File: config.mk
export PLATFORM = sky130hd
export DESIGN_NAME = h264_wr_burst_sched
export DESIGN_NICKNAME = d
export VERILOG_FILES = /design/src/rtl/h264_wr_burst_sched.sv
export SDC_FILE = /design/constraint.sdc
export NUM_CORES = 1
export LEC_CHECK = 0
export CAP_MARGIN = 20
export CORE_MARGIN = 1.5
export CORE_UTILIZATION = 58
export DETAILED_ROUTE_END_ITERATION = 10
export GPL_ROUTABILITY_DRIVEN = 0
export HOLD_SLACK_MARGIN = 0.12
export PLACE_DENSITY = 0.86
export SLEW_MARGIN = 20
export SYNTH_ARGS = -nofsm -noshare
export SYNTH_HDL_FRONTEND = slang
export SYNTH_SLANG_ARGS = --single-unit
File: constraint.sdc
create_clock -name sys_clk_i -period 3.9 [get_ports sys_clk_i]
set_input_delay 0.78 -clock sys_clk_i [delete_from_list [all_inputs] [get_ports sys_clk_i]]
set_output_delay 0.78 -clock sys_clk_i [all_outputs]
set_load 0.005 [all_outputs]
File: src/rtl/h264_wr_burst_sched.sv
// rtl/h264_wr_burst_sched.sv - DDR write-burst sequencer for the H.264 I-frame encoder output ring
module h264_wr_burst_sched #(
    parameter int BURST_LEN     = 16,
    parameter int NUM_BUF       = 4,
    parameter int BUF_SIZE_LOG2 = 22,
    parameter int FIFO_AW       = 10
) (
    input  logic               sys_clk_i,
    input  logic               reset_i,
    input  logic               enable_i,
    input  logic [9:0]         frame_ddr_addr_i,
    input  logic [FIFO_AW:0]   fifo_level_i,
    input  logic               frame_end_i,
    output logic               write_req_o,
    output logic [31:0]        write_start_addr_o,
    output logic [7:0]         write_length_o,
    input  logic               write_ackn_i,
    input  logic               write_done_i,
    input  logic               clr_intr_i,
    output logic               frm_interrupt_o,
    output logic [1:0]         frame_index_o,
    output logic [31:0]        frame_bytes_o,
    output logic               overrun_o,
    output logic               wrap_o
);

    typedef enum logic [2:0] {
        S_IDLE,
        S_WAIT_DATA,
        S_REQ,
        S_WAIT_DONE,
        S_REPORT
    } state_t;

    localparam logic [FIFO_AW:0] BURST_LVL   = (FIFO_AW + 1)'(BURST_LEN);
    localparam logic [8:0]       BURST_BEATS = 9'(BURST_LEN);
    localparam logic [1:0]       BUF_MASK    = 2'(NUM_BUF - 1);

    state_t                   state_q, state_d;
    logic [1:0]               buf_idx_q, buf_idx_d;
    logic [BUF_SIZE_LOG2-1:0] ofs_q, ofs_d;
    logic [31:0]              bytes_q, bytes_d;
    logic                     eof_seen_q, eof_seen_d;
    logic [8:0]               len_q, len_d;
    logic                     req_q, req_d;
    logic [31:0]              addr_q, addr_d;
    logic [7:0]               length_q, length_d;
    logic                     intr_q, intr_d;
    logic [1:0]               index_q, index_d;
    logic [31:0]              fbytes_q, fbytes_d;
    logic                     overrun_q, overrun_d;
    logic                     wrap_q, wrap_d;

    logic                     eof_now;
    logic [31:0]              burst_bytes;
    logic [BUF_SIZE_LOG2:0]   ofs_sum;
    logic [31:0]              burst_addr;
    logic [8:0]               new_len;
    logic                     start_burst;

    // frame_end_i counts immediately so an empty flush reports two cycles after the pulse
    assign eof_now     = eof_seen_q | frame_end_i;
    assign burst_bytes = {20'd0, len_q, 3'd0};
    assign ofs_sum     = {1'b0, ofs_q} + (BUF_SIZE_LOG2 + 1)'({len_q, 3'd0});
    assign burst_addr  = {frame_ddr_addr_i, 22'h0} + (32'(buf_idx_q) << BUF_SIZE_LOG2) + 32'(ofs_q);

    always_comb begin
        state_d     = state_q;
        buf_idx_d   = buf_idx_q;
        ofs_d       = ofs_q;
        bytes_d     = bytes_q;
        eof_seen_d  = eof_seen_q;
        len_d       = len_q;
        req_d       = req_q;
        addr_d      = addr_q;
        length_d    = length_q;
        intr_d      = intr_q;
        index_d     = index_q;
        fbytes_d    = fbytes_q;
        overrun_d   = overrun_q;
        wrap_d      = wrap_q;
        new_len     = BURST_BEATS;
        start_burst = 1'b0;

        if (state_q != S_IDLE && frame_end_i) begin
            eof_seen_d = 1'b1;
        end
        if (clr_intr_i) begin
            intr_d = 1'b0;
        end

        case (state_q)
            S_IDLE: begin
                if (enable_i) begin
                    state_d = S_WAIT_DATA;
                    ofs_d   = '0;
                    bytes_d = '0;
                end
            end
            S_WAIT_DATA: begin
                if (!enable_i) begin
                    state_d = S_IDLE;
                end else if (fifo_level_i >= BURST_LVL) begin
                    new_len     = BURST_BEATS;
                    start_burst = 1'b1;
                end else if (eof_now && fifo_level_i != '0) begin
                    new_len     = fifo_level_i[8:0];
                    start_burst = 1'b1;
                end else if (eof_now) begin
                    state_d = S_REPORT;
                end
            end
            S_REQ: begin
                if (write_ackn_i) begin
                    req_d   = 1'b0;
                    state_d = S_WAIT_DONE;
                end
            end
            S_WAIT_DONE: begin
                if (write_done_i) begin
                    ofs_d   = ofs_sum[BUF_SIZE_LOG2-1:0];
                    bytes_d = bytes_q + burst_bytes;
                    if (ofs_sum[BUF_SIZE_LOG2]) begin
                        wrap_d = 1'b1;
                    end
                    state_d = S_WAIT_DATA;
                end
            end
            S_REPORT: begin
                fbytes_d   = bytes_q;
                index_d    = buf_idx_q;
                intr_d     = 1'b1;
                overrun_d  = overrun_q | intr_q;
                buf_idx_d  = (buf_idx_q + 2'd1) & BUF_MASK;
                ofs_d      = '0;
                bytes_d    = '0;
                eof_seen_d = 1'b0;
                state_d    = enable_i ? S_WAIT_DATA : S_IDLE;
            end
            default: begin
                state_d = S_IDLE;
            end
        endcase

        // address and length are captured once and held until the arbiter accepts
        if (start_burst) begin
            state_d  = S_REQ;
            len_d    = new_len;
            req_d    = 1'b1;
            addr_d   = burst_addr;
            length_d = 8'(new_len - 9'd1);
        end
    end

    always_ff @(posedge sys_clk_i) begin
        if (reset_i) begin
            state_q    <= S_IDLE;
            buf_idx_q  <= '0;
            ofs_q      <= '0;
            bytes_q    <= '0;
            eof_seen_q <= 1'b0;
            len_q      <= '0;
            req_q      <= 1'b0;
            addr_q     <= '0;
            length_q   <= '0;
            intr_q     <= 1'b0;
            index_q    <= '0;
            fbytes_q   <= '0;
            overrun_q  <= 1'b0;
            wrap_q     <= 1'b0;
        end else begin
            state_q    <= state_d;
            buf_idx_q  <= buf_idx_d;
            ofs_q      <= ofs_d;
            bytes_q    <= bytes_d;
            eof_seen_q <= eof_seen_d;
            len_q      <= len_d;
            req_q      <= req_d;
            addr_q     <= addr_d;
            length_q   <= length_d;
            intr_q     <= intr_d;
            index_q    <= index_d;
            fbytes_q   <= fbytes_d;
            overrun_q  <= overrun_d;
            wrap_q     <= wrap_d;
        end
    end

    assign write_req_o        = req_q;
    assign write_start_addr_o = addr_q;
    assign write_length_o     = length_q;
    assign frm_interrupt_o    = intr_q;
    assign frame_index_o      = index_q;
    assign frame_bytes_o      = fbytes_q;
    assign overrun_o          = overrun_q;
    assign wrap_o             = wrap_q;

endmodule

Word level (Yosys, flattened, before mapping):

Cells that the tools add are included.

* multiplexer cells: 29
* order comparisons: 1
* bitwise logic cells: 2
* reductions and logical operators: 16
* equal/unequal tests: 16
* add/subtract/negate cells: 6

Operators with widths (count)
* one-hot mux 32 bit (3 select lines): 1
* one-hot mux 22 bit (3 select lines): 1
* two-way mux 32 bit: 2
* two-way mux 22 bit: 2
* two-way mux 9 bit: 4
* adder 32 x 12 -> 32 bit: 1
* adder 32 x 22 -> 32 bit: 1
* adder 32 x 24 -> 32 bit: 1
* adder 22 x 12 -> 23 bit: 1
* two-way mux 3 bit: 7
* != test 3 bit (second input constant): 6
* one-hot mux 3 bit (5 select lines): 1
* != test 4 bit (second input constant): 3
* AND reduction 6 bit: 2
* greater-or-equal comparator 11 x 5 -> 1 bit (second input constant): 1
* nonzero test 11 bit: 1
* two-way mux 1 bit: 10
* subtractor 8 x 1 -> 8 bit (second input constant): 1
* == test 3 x 2 -> 1 bit (second input constant): 2
* != test 2 bit (second input constant): 3
* AND reduction 3 bit: 2
* nonzero test 2 bit: 3
* nonzero test 3 bit: 2
* OR reduction 2 bit: 2
* other kinds (8): 10

* bits in registers: 147
* logic and storage cells: 85
* output and inout port bits: 78
* input port bits: 28

Logic depth before layout (Yosys ltp):

Gate-level depths: netlist (run 1).

* word-level depth: 8
* mapped depth: 10
* gate-level depth less buffers: 9

Least setup slack after synthesis (run 1):

Ideal clock, no wire load.

* path type: input port to flip-flop
* start: input port fifo_level_i[0]
* end: register length_q[4], in the netlist write_length_o[4]
* required time: 3814 ps
* setup slack: 1002 ps
* stages: 8
* arrival: 2813 ps
* path buffers: 0
* library setup time: 86 ps
* cell sequence: o41ai_4 nor3_1 nand2_1 ha_1 or4b_2 nor4_1 o21ba_2 a211oi_1

* longest elaborated chain between the ends: 7
* elaborated cells between the ends (all ways): 12
* those cells by class: add/sub (1); order compare (1); mux (8); reduce/logical (2)

Ends and longest elaborated chain
* start: declaration: line 12 `input logic [FIFO_AW:0] fifo_level_i,`
* branches (longest 7 deep; another with greater-or-equal comparator 11 x 5 -> 1 bit)
* end signal: assignment: line 180 `length_q <= length_d;`
* end: declaration: line 47 `logic [7:0] length_q, length_d;`

Several ways; the timed one is not identified.
A chain may end at the register's enable or synchronous reset.

Worst setup path in the final report (run 1):

Ends and elaborated chain as after synthesis.

==> impl_metrics.env, run 1 <==
export IMPL_status="finished, final reports clean"
export IMPL_ant_nets=0
export IMPL_vias_per_cell=5.85
export IMPL_initial_utilization=0.595
export IMPL_core_area_um2=10800
export IMPL_drt_initial_drc_count=500
export IMPL_setup_violations=0
export IMPL_post_dp_hpwl_um=11000
export IMPL_die_w_um=108
export IMPL_maxCapViolations=0
export IMPL_cp_end_kind="flip-flop"
export IMPL_clk_pin_slew_ns=0.06
export IMPL_vdd_drop_max_mv=0.366
export IMPL_syn_to_final_growth_pct=25.3
export IMPL_crit_path_max_fanout=4
export IMPL_syn_avg_cell_area_um2=8.47
export IMPL_rows=38
export IMPL_synth_top_area_frac=0.419
export IMPL_ys_ff_latch=135
export IMPL_root_buffer="clkbuf_8"
export IMPL_hold_class="flip-flop to flip-flop"
export IMPL_portBuffers=99
export IMPL_grt_use_total=0.285
export IMPL_worst_ep_arrival_time_ns=3.45
export IMPL_path_cells="clkdlybuf4s50_1, o41ai_4, nor3_1, nand2_1, ha_1, or4b_2, nor4_1, o21ba_2, a211oi_1"
export IMPL_max_slew_worst_pin_slew_ns=1.15
export IMPL_period_minus_slack_ns=3.02
export IMPL_finalNetCount=902
export IMPL_ys_top_cells_by_area="dfxtp_1 42%, nand2_1 8.4%, a21oi_1 7.2%"
export IMPL_tns_ns=0
export IMPL_layout_drive_gt1_share=0.0789
export IMPL_synth_cells=762
export IMPL_slowest_delay_ns=0.61
export IMPL_wl_per_cell_um=15.9
export IMPL_worst_setup_path_start_kind="input pin"
export IMPL_grt_max_degree=38
export IMPL_cts_max_level=4
export IMPL_antenna_found_initial=0
export IMPL_instances_no_fill=1002
export IMPL_slew_headroom=0.233
export IMPL_post_cts_setup_buffers=0
export IMPL_ys_async_sr_fraction=0
export IMPL_criticalPathCategory="input pin to flip-flop"
export IMPL_setup_slack_ns=0.883
export IMPL_post_route_period_util=0.774
export IMPL_routed_wl_um=16000
export IMPL_rsz0062_at_grt="no"
export IMPL_cts_sinks=135
export IMPL_grt_pass1_vias=5665
export IMPL_routed_via_count=5859
export IMPL_required_ns=4.34
export IMPL_hold_violations=0
export IMPL_cts_max_path_buffers=2
export IMPL_n_antenna_cell=0
export IMPL_yosysUniqueCellTypes=66
export IMPL_die_area_um2=11800
export IMPL_placed_cell_area_um2=7520
export IMPL_synth_warnings=0
export IMPL_synth_top_area_cell="dfxtp_1"
export IMPL_cts_tree="yes"
export IMPL_yosys_most_used_dff="dfxtp_1"
export IMPL_placedCellCount=971
export IMPL_fin_area_um2=8090
export IMPL_fmax_mhz=331
export IMPL_drt_pass1_iterations=5
export IMPL_leakage_nw=2.83
export IMPL_fin_skew_ns=0.00727
export IMPL_route_detailed_drc=0
export IMPL_cts_made_buffers=17
export IMPL_cp_slowest_cell="or4b_2"
export IMPL_overflow=0
export IMPL_hold_ws_ns=0.455
export IMPL_insertion_delay_ns=0.53
export IMPL_cts_resized=0
export IMPL_powerDensity_nw_per_um2=389
export IMPL_cts_hold_buf=0
export IMPL_syn_area_um2=6450
export IMPL_maxSlewViolCount=0
export IMPL_rrSetupSlack_ns=1.09
export IMPL_fp_dieH_um=108
export IMPL_ys_seq_area_frac=0.419
export IMPL_synth_edf_count=0
export IMPL_pre_cts_slack_ns=0.339
export IMPL_grt_first_pass_wirelength_um=26400
export IMPL_boundaryPins=106
==> cells in the mapped netlist, drive strengths merged (14+ instances only) <==
cell type / n
o21ai: 14
nand4: 16
nand2b: 16
buf: 21
clkbuf: 27
a211oi: 21
a21oi: 93
mux2i: 16
dfxtp: 135
ha: 21
nand3: 14
nor2: 52
xnor2: 14
inv: 19
nand2: 146
==> sequential cells by signal (all words and copies together) (netlist names) <==
name and flops:
write_start_addr_o 29, bytes_q 29, ofs_q 19, state_q 3, frm_interrupt_o 1, frame_bytes_o 29, len_q 9, write_req_o 1
buf_idx_q 2, wrap_o 1, frame_index_o 2, eof_seen_q 1, overrun_o 1, write_length_o 8
==> routing by layer <==
| metal | vias up | share of wire | track usage |
|---|---|---|---|
| met2 | 174 | 0.49 | 0.476 |
| met3 | 43 | 0.049 | 0.0663 |
| li1 | 2862 | - | - |
| met1 | 2780 | 0.43 | 0.346 |
| met5 | - | 0 | 0 |
| met4 | 0 | 0.026 | 0.134 |
==> power by group <==
group | switching (mW) | total (mW) | internal [mW]
logic | 0.126 | 0.213 | 0.0862
clock network | 0.575 | 1.53 | 0.950
registers | 0.0124 | 1.41 | 1.40
total | 0.714 | 3.15 | 2.43
==> worst max-delay path: cells and delay by family <==
kind | cells | cell delay (ns)
and+or+nand+nor | 4 | 1.09
adders and majority gates | 1 | 0.22
buffers and inverters | 1 | 0.50
AOI/OAI and AO/OA | 3 | 0.85
==> worst paths after layout <==
| kind | startpoint | cells after the start | end |
|---|---|---|---|
| setup / recovery | fifo_level_i[0] | 9 | write_length_o[4] |
| hold / removal | frame_bytes_o[10] | 2 | frame_bytes_o[10] |
| setup reg to reg | bytes_q[3] | 9 | bytes_q[19] |
| hold reg to reg | frame_bytes_o[10] | 2 | frame_bytes_o[10] |
==> per-stage QoR <==
step                total power, mW   util
finish                         3.15  0.746
global route                   3.24  0.746
CTS                            3.15  0.745
global placement               1.64  0.694
floorplan                      1.56      -
detailed placement             1.65  0.694
==> cell families (layout without fill, tap and decap cells) <==
| logic type | after synthesis | count (layout) | synth area share |
|---|---|---|---|
| and+or+nand+nor | 304 | 304 | 0.223 |
| AOI/OAI and AO/OA | 194 | 194 | 0.207 |
| DFF | 135 | 135 | 0.419 |
| buffers and inverters | 67 | 162 | 0.0463 |
| adders and majority gates | 24 | 24 | 0.0500 |
| xor gates and xnor gates | 19 | 19 | 0.0258 |
| muxes | 18 | 18 | 0.0283 |
| other | 1 | 6 | 0.000581 |
==> final cells by class <==
type | instances | area [um^2]
Timing Repair Buffer | 112 | 1080
Clock inverter | 9 | 100
Sequential cell | 135 | 2700
Multi-Input combinational cell | 565 | 3490
Tap cell | 140 | 175
Inverter | 19 | 71.3
Clock buffer | 22 | 463
Fill cell | 770 | 2760
==> cell usage in the layout, fill, tap and decap left out, types with 6 or more instances in the layout <==
master and n:
o21ai_0 13, or3_1 6, a21o_1 7, nor3_1 12, nand4_1 15, inv_1 19
and2_1 10, conb_1 6, buf_4 13, xnor2_1 14, nor2_1 52, ha_1 21
nand2_1 145, a22oi_1 7, or4_1 6, dfxtp_1 135, nand2b_1 16, a211oi_1 21
mux2i_1 16, clkdlybuf4s50_1 98, a21oi_1 90, clkbuf_16 16, o21a_1 8, nand3_1 13
o31ai_1 6
(Power assumes the default switching activity.)
==> run 2: changes to the inputs <==
- CORE_UTILIZATION: 58 -> 54
- PLACE_DENSITY: 0.86 -> 0.81
- clock period: 3.9 -> 3 ns (I/O delays scaled with it)
==> run 2 against run 1 <==
Compared with the run above:
- sequential share of layout area fell by 0.84 points
- register-to-register slack got worse by 0.81 ns
- largest cell class unchanged
- non-clock buffer count up 18
==> impl_metrics.env, run 2 (synthesis gave the netlist of run 1 again) <==
export IMPL_overflow=0
export IMPL_cts_made_buffers=17
export IMPL_multi_input_area_um2=3490
export IMPL_powerDensity_nw_per_um2=510
export IMPL_fin_util=0.720
export IMPL_boundaryPins=106
export IMPL_maxSlewViolCount=0
export IMPL_post_dp_hpwl_um=11500
export IMPL_hold_violations=0
export IMPL_vias_per_cell=5.78
export IMPL_layout_commonest_cell="nand2_1"
export IMPL_grt_first_pass_wirelength_um=27100
export IMPL_antenna_found_initial=0
export IMPL_setup_violations=0
export IMPL_die_area_um2=12600
export IMPL_path_cells="clkdlybuf4s50_1, o41ai_4, nor3_1, nand2_1, ha_1, or4b_2, nor4_2, o21ba_2, a211oi_1"
export IMPL_routed_via_count=5921
export IMPL_route_detailed_drc=0
export IMPL_grt_pass1_vias=5640
export IMPL_fillers=853
export IMPL_cp_end_kind="flip-flop"
export IMPL_fin_area_um2=8290
export IMPL_cts_tree="yes"
export IMPL_cts_max_level=4
export IMPL_max_slew_worst_pin_slew_ns=0.781
export IMPL_fp_dieH_um=112
export IMPL_fin_skew_ns=0.00949
export IMPL_core_area_um2=11500
export IMPL_cts_sinks=135
export IMPL_routed_wl_um=16500
export IMPL_drt_initial_drc_count=457
export IMPL_root_buffer="clkbuf_16"
export IMPL_crit_buf_inv=1
export IMPL_maxCapViolations=0
export IMPL_instances_no_fill=1024
export IMPL_ant_nets=0
export IMPL_grt_max_degree=42
export IMPL_slew_headroom=0.478
export IMPL_die_w_um=112
export IMPL_wl_per_cell_um=16.1
export IMPL_status="finished, final reports clean"
export IMPL_hold_class="flip-flop to flip-flop"
export IMPL_n_antenna_cell=0
export IMPL_slowest_delay_ns=0.60
export IMPL_finalNetCount=920
export IMPL_placed_cell_area_um2=7680
export IMPL_layout_drive_gt1_share=0.0988
export IMPL_worst_setup_path_start_kind="input pin"
export IMPL_ff_latch_area_um2=2700
export IMPL_grt_use_total=0.266
export IMPL_placedCellCount=992
export IMPL_drt_met1_wl_um=6960
export IMPL_wl_met3_um=853
export IMPL_criticalPathCategory="input pin to flip-flop"
export IMPL_path_delay_family="simple AND/OR/NAND/NOR gates"
export IMPL_period_minus_slack_ns=2.75
export IMPL_initial_utilization=0.560
export IMPL_wl_met2_um=8250
export IMPL_mostFrequentLayoutCells="145 x nand2_1, 135 x dfxtp_1, 98 x clkdlybuf4s50_1, 91 x a21oi_1, 52 x nor2_1"
export IMPL_cp_slowest_cell="or4b_2"
export IMPL_portBuffers=99
export IMPL_vdd_drop_max_mv=0.383
export IMPL_clk_pin_slew_ns=0.05
export IMPL_required_ns=3.34
export IMPL_post_route_period_util=0.918
export IMPL_syn_to_final_growth_pct=28.5
export IMPL_rsz0062_at_grt="no"
export IMPL_fmax_mhz=363
export IMPL_worst_ep_arrival_time_ns=3.09
export IMPL_insertion_delay_ns=0.42
export IMPL_cts_max_path_buffers=2
export IMPL_highest_layer="met4"
export IMPL_crit_path_max_fanout=2
export IMPL_drt_pass1_iterations=7
export IMPL_leakage_nw=2.94
export IMPL_rows=39
## run 2: changes by cell type in the layout (fill, tap and decap cells not counted), sizes merged
cell	before	now
buf	14	32
clkbuf	22	25
clkinv	5	3
## run 2: layer usage
layer,up-vias,track usage
met5,-,0
met4,0,0.0962
met1,2797,0.320
li1,2895,-
met3,34,0.0648
met2,195,0.465
## run 2: where the power goes
group / internal, mW / switching [mW] / total (mW)
registers: 1.81 / 0.0160 / 1.83
clock network: 1.35 / 0.751 / 2.10
logic: 0.125 / 0.169 / 0.294
total: 3.29 / 0.936 / 4.23
## run 2: layout make-up
cell class / instances / share of cell area
Timing Repair Buffer: 130 / 0.150
Tap cell: 143 / 0.0216
Clock buffer: 25 / 0.0622
Sequential cell: 135 / 0.326
Clock inverter: 7 / 0.0109
Multi-Input combinational cell: 565 / 0.421
Inverter: 19 / 0.00860
## run 2: path summary, 6_finish.rpt
check                                  startpoint                end  slack [ns]  cells past startpoint
worst min-delay path            frame_bytes_o[14]  frame_bytes_o[14]        0.45                      2
worst min register to register  frame_bytes_o[14]  frame_bytes_o[14]        0.45                      2
worst max register to register           len_q[3]        bytes_q[22]        0.28                      6
worst max-delay path              fifo_level_i[0]  write_length_o[4]        0.25                      9
## run 2: worst reg2reg max path: cells and delay by family, from the launching register on
family | cells | cell delay, ns
compound gates | 2 | 1.07
simple gates | 2 | 0.58
fa+ha+maj | 1 | 0.37
flops | 1 | 0.34
mux | 1 | 0.28
## run 2: timing repair
action | 4_1_cts | 5_1_grt
hold buffers | 0 | 0
resized for setup | 0 | 1
endpoints found under the setup margin | 0 | 1
buffers inserted | 0 | 0
## run 2: metrics by stage
stage	TNS, ns	hold WS [ns]	power (mW)	setup WS, ns
floorplan	0	0.440	2.03	0.282
global placement	-0.0839	0.441	2.15	-0.0839
detailed placement	-0.359	0.447	2.16	-0.261
CTS	0	0.455	4.25	0.169
global route	0	0.470	4.37	0.144
finish	0	0.452	4.23	0.247
==> run 3: changes to the inputs <==
- ABC_AREA: default -> 1
- RECOVER_POWER: default -> 25
==> run 3 against run 2 <==
Compared with the run above:
- power up 10%
- largest power group is now sequential cells
- non-clock buffer count down 20
- highest routed layer unchanged
- final cell count up 16%
==> impl_metrics.env, run 3 <==
export IMPL_status="finished, final reports clean"
export IMPL_synth_warnings=0
export IMPL_die_w_um=113
export IMPL_yosys_most_used_dff="dfxtp_1"
export IMPL_ys_seq_area_frac=0.415
export IMPL_portBuffers=99
export IMPL_cts_made_buffers=17
export IMPL_core_area_um2=11600
export IMPL_setup_violations=0
export IMPL_wl_per_cell_um=13.7
export IMPL_tns_ns=0
export IMPL_n_antenna_cell=0
export IMPL_ys_ff_latch=135
export IMPL_grt_first_pass_wirelength_um=27000
export IMPL_synth_most_common_cell="nand2_1"
export IMPL_cts_max_level=4
export IMPL_grt_use_total=0.266
export IMPL_layout_commonest_cell="nand2_1"
export IMPL_grt_max_degree=43
export IMPL_slowest_delay_ns=0.55
export IMPL_cts_max_path_buffers=2
export IMPL_multi_input_area_um2=3220
export IMPL_syn_to_final_growth_pct=24.4
export IMPL_slew_headroom=0.490
export IMPL_cp_slowest_cell="dlygate4sd3_1"
export IMPL_vdd_drop_max_mv=0.449
export IMPL_initial_utilization=0.563
export IMPL_ys_top_cells_by_area="dfxtp_1 42%, nand2_1 12%, nor2_1 6.7%"
export IMPL_route_detailed_drc=0
export IMPL_worst_ep_arrival_time_ns=2.63
export IMPL_cts_tree="yes"
export IMPL_min_delay_start="write_length_o[5]"
export IMPL_hold_class="flip-flop to flip-flop"
export IMPL_post_route_period_util=0.763
export IMPL_leakage_nw=3.38
export IMPL_maxSlewViolCount=0
export IMPL_cts_resized=0
export IMPL_ff_latch_area_um2=2700
export IMPL_post_cts_setup_buffers=0
export IMPL_fp_dieH_um=113
export IMPL_max_slew_worst_pin_slew_ns=0.765
export IMPL_mostFrequentLayoutCells="217 x nand2_1, 135 x dfxtp_1, 117 x nor2_1, 108 x inv_1, 93 x clkdlybuf4s50_1"
export IMPL_syn_area_um2=6510
export IMPL_drt_initial_drc_count=385
export IMPL_antenna_found_initial=0
export IMPL_period_minus_slack_ns=2.29
export IMPL_fin_util=0.700
export IMPL_routed_wl_um=16200
export IMPL_fillers=987
export IMPL_crit_reg2reg_launch="len_q[0]"
export IMPL_synth_top_area_cell="dfxtp_1"
export IMPL_fin_skew_ns=0.00480
export IMPL_rows=39
export IMPL_synth_edf_count=0
export IMPL_fmax_mhz=437
export IMPL_path_cells="dlygate4sd3_1, nor2_1, nand2_1, nor2_1, o21ai_0, nand2_1, nand2_1, inv_2, buf_4, nand2_1, o21ai_0"
export IMPL_synth_common_cells="216 x nand2_1, 135 x dfxtp_1, 117 x nor2_1"
export IMPL_cts_hold_buf=0
export IMPL_drt_pass1_iterations=5
export IMPL_rsz0062_at_grt="no"
export IMPL_crit_path_max_fanout=17
export IMPL_maxCapViolations=0
export IMPL_synth_top_area_frac=0.415
export IMPL_root_buffer="clkbuf_16"
export IMPL_post_dp_hpwl_um=11600
export IMPL_criticalPathCategory="input pin to flip-flop"
export IMPL_hold_violations=0
export IMPL_powerDensity_nw_per_um2=577
export IMPL_syn_avg_cell_area_um2=7.02
export IMPL_required_ns=3.34
export IMPL_vias_per_cell=5.29
export IMPL_layout_drive_gt1_share=0.0413
export IMPL_boundaryPins=106
export IMPL_synth_cells=927
export IMPL_yosysUniqueCellTypes=37
export IMPL_insertion_delay_ns=0.43
export IMPL_grt_pass1_vias=5796
export IMPL_finalNetCount=1081
export IMPL_ant_nets=0
export IMPL_cp_end_kind="flip-flop"
export IMPL_die_area_um2=12700
export IMPL_cts_sinks=135
export IMPL_crit_top_cell="nand2_1"
export IMPL_ys_async_sr_fraction=0
export IMPL_clk_pin_slew_ns=0.05
export IMPL_overflow=0
export IMPL_routed_via_count=6254
export IMPL_worst_setup_path_start_kind="input pin"
export IMPL_crit_start="fifo_level_i[7]"
## run 3: cell types whose count changed after synthesis, moves of 16 or more
cell / delta
a211oi_1: -21
clkbuf_1: -17
inv_1: +89
mux2i_1: -16
nand2_1: +71
nand2b_1: -16
nand3_1: +38
nor2_1: +65
o21ai_0: +67
## run 3: cells by family after synthesis
kind of cell,after synthesis,share of synthesized area
compound gates,190,0.160
buf+inv,143,0.0924
other cells,1,0.000576
xor+xnor,9,0.0121
simple gates,425,0.270
flops,135,0.415
fa+ha+maj,24,0.0496
## run 3: final timing paths
check,depth (start not counted),slack [ns],end
worst min-delay path,2,0.44,write_length_o[5]
worst max register to register,10,0.77,bytes_q[31]
worst max-delay path,11,0.71,write_start_addr_o[26]
worst min register to register,2,0.44,write_length_o[5]
## run 3: stage by stage
stage / hold WS, ns / instance area (um^2) / worst slack, ns / power, mW / instances
2_1_floorplan: 0.430 / 6530 / 1.09 / 2.53 / 932
3_3_place_gp: 0.428 / 7610 / 0.461 / 2.83 / 1153
3_5_place_dp: 0.433 / 7610 / 0.412 / 2.84 / 1153
4_1_cts: 0.442 / 8120 / 0.832 / 4.69 / 1183
5_1_grt: 0.466 / 8100 / 0.462 / 4.86 / 1183
6_report: 0.439 / 8100 / 0.710 / 4.67 / 1183
## run 3: routing by layer
| metal | share of wire | global-route usage |
|---|---|---|
| met2 | 0.46 | 0.430 |
| met1 | 0.47 | 0.347 |
| met3 | 0.059 | 0.0664 |
| met4 | 0.014 | 0.0928 |
| met5 | 0 | 0 |
## run 3: worst max-delay path, delay by kind of cell
kind	cells	cell delay (ns)
AO/OA/AOI/OAI	2	0.21
buffers and inverters	3	1.10
AND/OR/NAND/NOR	6	0.72
## run 3: cell type report
| class | instances | share of cell area |
|---|---|---|
| inverter | 111 | 0.0515 |
| clock buffer | 25 | 0.0575 |
| tap | 143 | 0.0221 |
| timing repair buffer | 110 | 0.131 |
| sequential | 135 | 0.334 |
| clock inverter | 5 | 0.00618 |
| multi-input combinational | 654 | 0.398 |
## run 3: power breakdown
| group | leakage [nW] | total, mW | switching, mW | internal, mW |
|---|---|---|---|---|
| combinational | 2.03 | 0.846 | 0.528 | 0.318 |
| clock | 0.255 | 1.86 | 0.721 | 1.14 |
| sequential | 1.09 | 1.96 | 0.0628 | 1.90 |
| total | 3.38 | 4.67 | 1.31 | 3.36 |
